===== src/rtl/instr_fetch_unit_pkg.sv =====
// Shared types and constants for the instruction fetch stage:
// FSM state encodings, fault cause codes and the canonical RISC-V NOP.
package instr_fetch_unit_pkg;

    typedef enum logic [1:0] {
        FETCH_IDLE = 2'b00,
        FETCH_REQ  = 2'b01,
        FETCH_DONE = 2'b10
    } fetch_state_e;

    localparam logic [1:0] FAULT_NONE       = 2'b00;
    localparam logic [1:0] FAULT_MISALIGNED = 2'b01;
    localparam logic [1:0] FAULT_TIMEOUT    = 2'b10;

    localparam logic [31:0] RISCV_NOP = 32'h0000_0013;

    function automatic logic pc_misaligned(input logic [31:0] addr);
        return (addr[1:0] != 2'b00);
    endfunction

endpackage


===== src/rtl/instr_fetch_unit.sv =====
// Architectural PC register plus a req/ack instruction fetch FSM with
// misalignment and bus-timeout fault reporting.
module instr_fetch_unit
    import instr_fetch_unit_pkg::*;
#(
    parameter logic [31:0] RESET_VECTOR   = 32'h0000_0000,
    parameter int unsigned TIMEOUT_CYCLES = 255,
    parameter logic [31:0] NOP_INSTR      = RISCV_NOP
) (
    input  logic        clk,
    input  logic        reset,
    input  logic        fetch_start,
    input  logic [31:0] pc_next,
    input  logic        pc_en,
    output logic [31:0] mem_addr,
    output logic        mem_req,
    input  logic        mem_ack,
    input  logic [31:0] mem_rdata,
    output logic [31:0] pc,
    output logic [31:0] instr,
    output logic        fetch_done,
    output logic        fetch_busy,
    output logic        fault,
    output logic [1:0]  fault_cause,
    output logic        proto_err
);

    localparam logic [7:0] TIMEOUT_LAST = 8'(TIMEOUT_CYCLES - 1);

    fetch_state_e state_q, state_d;
    logic [31:0]  pc_q, pc_d;
    logic [31:0]  instr_q, instr_d;
    logic [7:0]   cnt_q, cnt_d;
    logic         fault_q, fault_d;
    logic [1:0]   cause_q, cause_d;
    logic         proto_q, proto_d;
    logic         req_q;
    logic         done_q;
    logic         busy_q;

    // Next-state, PC load, fetch result and protocol-error logic
    always_comb begin
        state_d = state_q;
        pc_d    = pc_q;
        instr_d = instr_q;
        cnt_d   = cnt_q;
        fault_d = fault_q;
        cause_d = cause_q;
        proto_d = proto_q;
        case (state_q)
            FETCH_IDLE: begin
                if (pc_en) begin
                    pc_d = pc_next;
                end else begin
                    pc_d = pc_q;
                end
                // Alignment is judged on the registered PC, even if pc_en loads a new one
                if (fetch_start) begin
                    if (pc_misaligned(pc_q)) begin
                        state_d = FETCH_DONE;
                        fault_d = 1'b1;
                        cause_d = FAULT_MISALIGNED;
                    end else begin
                        state_d = FETCH_REQ;
                        cnt_d   = 8'd0;
                        fault_d = 1'b0;
                        cause_d = FAULT_NONE;
                    end
                end else begin
                    state_d = FETCH_IDLE;
                end
            end
            FETCH_REQ: begin
                if (fetch_start || pc_en) begin
                    proto_d = 1'b1;
                end else begin
                    proto_d = proto_q;
                end
                if (mem_ack) begin
                    state_d = FETCH_DONE;
                    instr_d = mem_rdata;
                    fault_d = 1'b0;
                    cause_d = FAULT_NONE;
                end else if (cnt_q == TIMEOUT_LAST) begin
                    state_d = FETCH_DONE;
                    instr_d = NOP_INSTR;
                    fault_d = 1'b1;
                    cause_d = FAULT_TIMEOUT;
                end else begin
                    cnt_d = cnt_q + 8'd1;
                end
            end
            FETCH_DONE: begin
                if (fetch_start || pc_en) begin
                    proto_d = 1'b1;
                end else begin
                    proto_d = proto_q;
                end
                state_d = FETCH_IDLE;
            end
            default: begin
                state_d = FETCH_IDLE;
            end
        endcase
    end

    // State and datapath registers; handshake outputs are registered from the next state
    always_ff @(posedge clk or posedge reset) begin
        if (reset) begin
            state_q <= FETCH_IDLE;
            pc_q    <= RESET_VECTOR;
            instr_q <= NOP_INSTR;
            cnt_q   <= 8'd0;
            fault_q <= 1'b0;
            cause_q <= FAULT_NONE;
            proto_q <= 1'b0;
            req_q   <= 1'b0;
            done_q  <= 1'b0;
            busy_q  <= 1'b0;
        end else begin
            state_q <= state_d;
            pc_q    <= pc_d;
            instr_q <= instr_d;
            cnt_q   <= cnt_d;
            fault_q <= fault_d;
            cause_q <= cause_d;
            proto_q <= proto_d;
            req_q   <= (state_d == FETCH_REQ);
            done_q  <= (state_d == FETCH_DONE);
            busy_q  <= (state_d != FETCH_IDLE);
        end
    end

    assign mem_addr    = pc_q;
    assign mem_req     = req_q;
    assign pc          = pc_q;
    assign instr       = instr_q;
    assign fetch_done  = done_q;
    assign fetch_busy  = busy_q;
    assign fault       = fault_q;
    assign fault_cause = cause_q;
    assign proto_err   = proto_q;

endmodule


===== config.mk =====
export PLATFORM = sky130hd
export DESIGN_NAME = instr_fetch_unit
export DESIGN_NICKNAME = d
export VERILOG_FILES = /design/src/rtl/instr_fetch_unit_pkg.sv /design/src/rtl/instr_fetch_unit.sv
export SDC_FILE = /design/constraint.sdc
export NUM_CORES = 1
export LEC_CHECK = 0
export CAP_MARGIN = 20
export CORE_ASPECT_RATIO = 0.8
export CORE_UTILIZATION = 35
export DETAILED_ROUTE_END_ITERATION = 8
export PLACE_DENSITY = 0.71
export SYNTH_ARGS = -nofsm -noshare
export SYNTH_HDL_FRONTEND = slang
export SYNTH_SLANG_ARGS = --single-unit

===== constraint.sdc =====
create_clock -name clk -period 3.5 [get_ports clk]
set_clock_uncertainty 0.1 [all_clocks]
set_input_delay 0.7 -clock clk [delete_from_list [all_inputs] [get_ports clk]]
set_output_delay 0.7 -clock clk [all_outputs]
set_load 0.1 [all_outputs]

==> flow_summary.toml <==
[drt]
post_drt_via_cell_ratio = 4.81
wl_per_cell_um = 15.4
drc = 0
finalWirelength_um = 8520
top_layer = "met4"
drtIter0Drc = 166
vias = 2656
ant_nets = 0
drt_first_pass_iters = 4
wl_met3_um = 689
route.met2.wl_um = 4020
met1_length_um = 3720

[floorplanning]
pin_count = 172
fp.dieH_um = 91.5
core-area_um2 = 9690
row_count = 32
floorplan.initialDensity_pct = 36.2
die_w_um = 114
dieArea_um2 = 10400

[sta]
min_period_ns = 2.63
timing.final.ws_setup_ns = 0.870
max_slew_margin_pct = 34.7
fmax_mhz = 380
maxSlewViolCount = 0
min_period_over_period_pct = 75.1
setup-violations-final = 0
max_slew.worst_pin.slew_ns = 0.977
grt_setup_unrepaired = "false"
hold_viol_final = 0
fin_tns_setup_ns = 0

[cts]
clockBufferDepth = 2
cts_tree = "yes"
clk_pin_slew_ns = 0.06
cts.sinks = 81
root_buffer = "clkbuf_16"
htree_levels = 3
cts_made_buffers = 9
clk_latency_ns = 0.33
cts_hold_buf = 0
post-cts-setup-buffers = 0
post_cts_resized = 0

[setup_path]
r2r_cells = 6
max_stage_delay_ns = 1.14
worst_path_max_delay_cell = "clkdlybuf4s50_1"
ff2ff_setup_slack_ns = 1.01
crit_required_ns = 2.70
path_class = "reg -> out"
crit_arrival_ns = 1.83
crit_chain = "clkdlybuf4s50_1"
critical_path.startpoint_type = "flop"
path_delay_family = "buffers and inverters"
crit-reg2reg-launch = "state_q[0]"
crit_buf_inv = 1
reg2reg_to = "cnt_q[7]"
crit_fanout = 3
worst_setup_path_end_kind = "primary output"

[synthesis]
synthesis.area_um2 = 3500
synth_flop_cell = "dfrtp_1"
yosysTopAreaCellShare_pct = 55.7
yosys.area.top_type = "dfrtp_1"
ys_seq_elements = 81
synth_edf_count = 0
synth.most_common_cell = "dfrtp_1"
synthTopCellsByCount = "dfrtp_1 (78), buf_4 (33), mux2_2 (32), a22o_1 (29)"
synth_fp_nets = 344
yosys-top-cells-area = "dfrtp_1 (56%), mux2_2 (10%), a22o_1 (7.2%)"
yosys_warnings = 0
synthArstFlopShare_pct = 100
syn_avg_cell_area_um2 = 12.9
yosysSeqAreaShare_pct = 57.9
postSynthCellCount = 271
synth_cell_type_count = 42

[layout]
nets = 485
area_growth_pct = 49.5
utilization_pct = 54.1
drive_gt1_share_pct = 34.4
fin_area_um2 = 5240
antenna-diode-count = 0

[grt]
grt_overflow_total = 0
grtUsageTotal_pct = 16.9
antenna_found_initial = 0
grt_max_degree = 82
grt_pass1_wl_um = 13500
grt_pass1_vias = 2587

[hold_path]
min_path_cells = 1
min_from = "proto_err"
holdPathEnd = "proto_err"
min_path_type = "reg -> reg"

[placement]
routabilityCongestion = 0.814
dpl.hpwl_um = 6040
placed_cell_area_um2 = 4910
numPortBuffers = 171
place_ws_ns = 0.734

[flow_run]
cap_violations = 0

[outcome]
status = "completed"
## registers in the layout, indices dropped and copies added, names as in the netlist
name / flops
fault: 1
cnt_q: 8
instr: 32
fault_cause: 2
mem_req: 1
state_q: 2
proto_err: 1
mem_addr: 32
fetch_done: 1
fetch_busy: 1
## per-stage QoR
stage / hold slack (ns) / instances
finish: 0.374 / 552
detailed placement: 0.360 / 537
floorplan: 0.389 / 271
global placement: 0.358 / 537
CTS: 0.374 / 552
global route: 0.410 / 552
## cell families (layout without fill, tap and decap cells)
logic type / after synthesis / count (layout) / share of synthesized area, %
flip-flops: 81 / 81 / 57.9
AO/OA/AOI/OAI: 66 / 66 / 14.6
buffers and inverters: 51 / 196 / 9.53
AND/OR/NAND/NOR: 37 / 37 / 6.21
multiplexers: 32 / 32 / 10.3
adder cells (fa/ha/maj): 4 / 4 / 1.43
## per-layer routing
layer | up-vias | GRT usage, %
met5 | - | 0
met3 | 10 | 5.67
met2 | 126 | 26.7
met1 | 1290 | 21.9
met4 | 0 | 5.52
li1 | 1230 | -
## area by class of cell
class,count,area (um2)
well taps,136,170
repair buffers,174,1540
clock inverters,2,60.1
inverters,7,27.5
flip-flops and latches,81,2030
fillers,850,4450
clock buffers,13,270
multi-input cells,139,1140
## cells in the final DEF (no fill, tap or decap), types with 3 or more instances in the layout
| cell | n |
|---|---|
| o21ai_0 | 9 |
| mux2_2 | 32 |
| dfstp_2 | 3 |
| nand2_1 | 9 |
| clkdlybuf4s50_1 | 84 |
| nor2_1 | 5 |
| clkbuf_8 | 3 |
| or3_1 | 3 |
| a21oi_1 | 8 |
| inv_1 | 6 |
| clkbuf_16 | 9 |
| o31ai_1 | 5 |
| a22o_1 | 29 |
| buf_4 | 88 |
| o22a_1 | 3 |
| nand2b_1 | 4 |
| ha_1 | 4 |
| dfrtp_1 | 78 |
## worst max-delay path by stage
stage	start	endpoint	depth (start not counted)
final	mem_addr[14]	pc[14]	1
after global routing	mem_addr[14]	pc[14]	1
after CTS	mem_addr[13]	pc[13]	1
after detailed placement	mem_ack	cnt_q[7]	6
after global placement	mem_ack	cnt_q[7]	6
after floorplan	reset	cnt_q[0]	1
Power is not shown: default switching activity piles up to over one toggle a cycle in this logic, so the estimate is an artifact.
